`config.mk`:
```
export PLATFORM = sky130hd
export DESIGN_NAME = timer_arbiter
export DESIGN_NICKNAME = d
export VERILOG_FILES = /design/src/rtl/timer_arbiter_pkg.sv /design/src/rtl/timer_arbiter_count.sv /design/src/rtl/timer_arbiter.sv
export SDC_FILE = /design/constraint.sdc
export NUM_CORES = 1
export LEC_CHECK = 0
export BUFFER_PORTS_ARGS = -buffer_cell sky130_fd_sc_hd__buf_2
export CORE_MARGIN = 4
export CORE_UTILIZATION = 48
export CTS_BUF_LIST = sky130_fd_sc_hd__clkbuf_8 sky130_fd_sc_hd__clkbuf_16
export DETAILED_ROUTE_END_ITERATION = 10
export PLACE_DENSITY = 0.75
export SYNTH_ARGS = -nofsm -noshare
export SYNTH_HDL_FRONTEND = slang
export SYNTH_SLANG_ARGS = --single-unit
```
`constraint.sdc`:
```
create_clock -name clk -period 1.6 [get_ports clk]
set_input_delay 0.16 -clock clk [delete_from_list [all_inputs] [get_ports clk]]
set_output_delay 0.16 -clock clk [all_outputs]
set_load 0.05 [all_outputs]
```
`src/rtl/timer_arbiter_pkg.sv`:
```
// Shared types for the two-client timer arbiter.
// State encoding, client indices and a one-hot helper.
package timer_arbiter_pkg;

    typedef enum logic [1:0] {
        IDLE  = 2'b00,
        COUNT = 2'b01,
        DONE  = 2'b10
    } state_t;

    localparam int C0 = 0;
    localparam int C1 = 1;

    function automatic logic [1:0] onehot(input logic idx);
        logic [1:0] v;
        v      = 2'b00;
        v[idx] = 1'b1;
        return v;
    endfunction

endpackage

```
`src/rtl/timer_arbiter_count.sv`:
```
// W-bit up-counter with async clear, sync zero and enable.
// Zero dominates enable.
module count_core #(
    parameter int W = 4
) (
    input  logic         clk,
    input  logic         clear,
    input  logic         zero,
    input  logic         en,
    output logic [W-1:0] q
);

    always_ff @(posedge clk or negedge clear) begin
        if (!clear) begin
            q <= '0;
        end else if (zero) begin
            q <= '0;
        end else if (en) begin
            q <= q + 1'b1;
        end
    end

endmodule

```
`src/rtl/timer_arbiter.sv`:
```
// Round-robin owner of one shared interval counter.
// Each owner counts 0..tc, then gets a one-cycle done pulse.
import timer_arbiter_pkg::*;

module timer_arbiter #(
    parameter int W = 4
) (
    input  logic         clk,
    input  logic         clear,
    input  logic [1:0]   req,
    input  logic [W-1:0] tc0,
    input  logic [W-1:0] tc1,
    input  logic         tick,
    output logic [1:0]   gnt,
    output logic [1:0]   done,
    output logic [W-1:0] count,
    output logic         busy
);

    state_t         state, state_n;
    logic           owner, owner_n;
    logic           prio, prio_n;
    logic [W-1:0]   tc_q, tc_n;
    logic           zero;
    logic           en;

    always_ff @(posedge clk or negedge clear) begin
        if (!clear) begin
            state <= IDLE;
            owner <= 1'b0;
            prio  <= 1'b0;
            tc_q  <= '0;
        end else begin
            state <= state_n;
            owner <= owner_n;
            prio  <= prio_n;
            tc_q  <= tc_n;
        end
    end

    // Abort outranks the terminal match in COUNT.
    always_comb begin
        state_n = state;
        owner_n = owner;
        prio_n  = prio;
        tc_n    = tc_q;
        zero    = 1'b1;
        en      = 1'b0;
        unique case (state)
            IDLE: begin
                if (|req) begin
                    state_n = COUNT;
                    owner_n = (req == 2'b11) ? prio : req[C1];
                    tc_n    = owner_n ? tc1 : tc0;
                end
            end
            COUNT: begin
                if (!req[owner]) begin
                    state_n = IDLE;
                    prio_n  = ~owner;
                end else if (count == tc_q) begin
                    state_n = DONE;
                    zero    = 1'b0;
                end else begin
                    zero    = 1'b0;
                    en      = tick;
                end
            end
            DONE: begin
                state_n = IDLE;
                prio_n  = ~owner;
            end
            default: begin
                state_n = IDLE;
            end
        endcase
    end

    count_core #(
        .W(W)
    ) u_count (
        .clk   (clk),
        .clear (clear),
        .zero  (zero),
        .en    (en),
        .q     (count)
    );

    assign busy = (state == COUNT) || (state == DONE);
    assign gnt  = busy ? onehot(owner) : 2'b00;
    assign done = (state == DONE) ? onehot(owner) : 2'b00;

endmodule

```
==> flow_summary_export.csv <==
group,metric,value,unit
status,outcome,"completed",
critical_path,worstSetupPathType,"reg -> out",
drt,first_pass_iters,4,
sta,min_period,1540,ps
pwr,peakVddDrop,1240,uV
layout,num_antenna_cells,0,
global_route,globalRouteOverflowTotal,0,
place,io_buffers,21,
drt,via_count,602,
synth,yosysSeqAreaShare,0.436,
die,io_pins,22,
clock_tree,cts.clk_slew.worst_paths,60,ps
synth,syn-mean-instance-area,9.44,um2
critical_path,crit_arrival,1380,ps
drt,drtAntennaViolNets,0,
synth,synth_seq_cells,12,
sta,period_share,0.961,
synth,synthTopCellsByArea,"dfrtp_1 44%, ha_1 7.3%, mux2i_1 7.3%",
drt,dr_wl_met3,101,um
drt,wl,1450,um
critical_path,end_kind,"output port",
drt,wire_per_inst,12.6,um
clock_tree,cts-root-buf,"clkbuf_8",
place,gp_congestion,0.761,
drt,drtIter0Drc,14,
global_route,antenna_found_initial,0,
critical_path,max_stage_delay,350,ps
layout,syn_to_final_growth,31.6,%
sta,max_freq,651,MHz
pwr,leakage,0.456,nW
synth,syn-num-nets,90,
synth,ys_warn_count,0,
layout,drive_above_1_share,0.330,
die,num_rows,13,
sta,setup_viol,0,
critical_path,path_cells,"inv_1 -> ha_1 -> and2_2 -> clkbuf_4",
pwr,power.density,1970,nW/um2
drt,vias_per_cell,5.23,
run,maxCapViolations,0,
sta,hold_viol,0,
clock_tree,clk_latency,240,ps
critical_path,critPathSlowestCell,"dfrtp_1",
clock_tree,clockBufferDepth,2,
critical_path,critPathMaxFanout,3,
drt,wl_met2,709,um
layout,fillers,109,
clock_tree,cts.htree.levels,1,
clock_tree,cts_tree,"done",
sta,hold_ws,204,ps
layout,nets,118,
synth,synth.distinct_cells,23,
clock_tree,numCtsBuffers,3,
global_route,grt_pass1_vias,583,
die,dieWidth,45.9,um
clock_tree,clock_sinks,12,
layout,fin_cells,115,
synth,synthesis.area,689,um2
global_route,grt_max_degree,13,
layout,most-common-layout-cells,"19 x buf_2, 10 x o21ai_0, 8 x dfrtp_1",
die,die_area,2110,um2
die,die_h,45.9,um
synth,netlist_instances,73,
place,hpwlAfterDp,1090,um
sta,slew_headroom,0.651,
place,dp.cells,108,
die,placeableCoreArea,1330,um2
synth,yosysTopAreaCell,"dfrtp_1",
sta,fin_skew,1.22,ps
drt,drc,0,
sta,slew_viol_final,0,
critical_path,required,1440,ps
critical_path,cp-start-kind,"flip-flop",
layout,final_common_cell,"buf_2",
sta,worst_pin_slew,520,ps
global_route,track_usage,0.161,
global_route,grt_pass1_wl,2350,um
drt,highest_layer,"met4",
synth,yosysTopAreaCellShare,0.436,
die,start_util,0.517,
drt,wl_met1,629,um
hold_path,min_path_type,"in -> reg",
-- path summary, 6_finish.rpt --
path | from | to | slack (ps) | cells past startpoint
setup / recovery | state[0] | gnt[1] | 60 | 4
hold / removal | tc1[2] | tc_q[2] | 200 | 3
setup reg to reg | state[0] | state[1] | 190 | 6
hold reg to reg | tc_q[2] | tc_q[2] | 510 | 2
max in group asynchronous | clear | u_count.q[0] | 1040 | 2
min in group asynchronous | clear | state[0] | 330 | 2
-- flip-flops by register name (all words and copies together), names as in the netlist --
register and cells:
u_count.q 4, state 2, prio 1, owner 1
tc_q 4
-- cells in the mapped netlist, drive strengths merged --
library cell	n
nand2	7
xnor2	4
buf	1
nand3	1
a21oi	4
nor2b	3
a41o	1
ha	4
and4	1
and2	2
or3	3
o31ai	1
mux2i	5
inv	5
nand2b	1
o21ai	12
xor2	1
o22ai	1
a21boi	1
nand4	1
dfrtp	12
nor2	2
-- final cells by class --
class                   instances  area, um2  share of cell area
inverters                       5       18.8              0.0207
flip-flops and latches         12        305               0.337
repair buffers                 24        135               0.149
clock buffers                   4       55.1              0.0607
multi-input cells              55        374               0.412
well taps                      15       18.8              0.0207
-- repair_timing --
item	4_1_cts	5_1_grt
hold buffers	1	0
resized for setup	0	2
endpoints found under the setup margin	0	2
setup buffers	0	2
hold endpoints to repair	12	0
-- critical path, delay by kind of cell (launching register included) --
family        cells  cell delay [ps]
fa+ha+maj         1              310
flops             1              350
buf+inv           2              280
simple gates      1              200
-- per-layer routing --
metal	track usage	vias to the layer above
li1	-	311
met1	0.192	275
met2	0.261	14
met3	0.0356	2
met4	0.0909	0
met5	0	-
-- stage by stage --
stage	setup TNS (ps)	power (mW)	setup slack (ps)	util	instance area (um2)
after floorplan	0	1.23	45.0	-	703
after global placement	0	1.39	239	0.616	822
after detailed placement	0	1.41	196	0.616	822
after CTS	0	1.76	52.5	0.665	887
after global routing	-2.62	1.91	-2.62	0.680	907
final	0	1.79	63.0	0.680	907
-- report_power, final --
part | internal (mW) | switching, mW | total, mW
clock | 0.217 | 0.117 | 0.334
sequential | 0.417 | 0.104 | 0.521
combinational | 0.345 | 0.590 | 0.935
total | 0.979 | 0.811 | 1.79
-- cells by family after synthesis --
group / Yosys count / share of synthesized area
XOR/XNOR: 5 / 0.0635
AO/OA/AOI/OAI: 20 / 0.162
AND/OR/NAND/NOR: 21 / 0.160
multiplexers: 5 / 0.0726
buffers and inverters: 6 / 0.0345
flip-flops: 12 / 0.436
adder cells (fa/ha/maj): 4 / 0.0726
No activity file was read; power rests on OpenSTA's default activity.
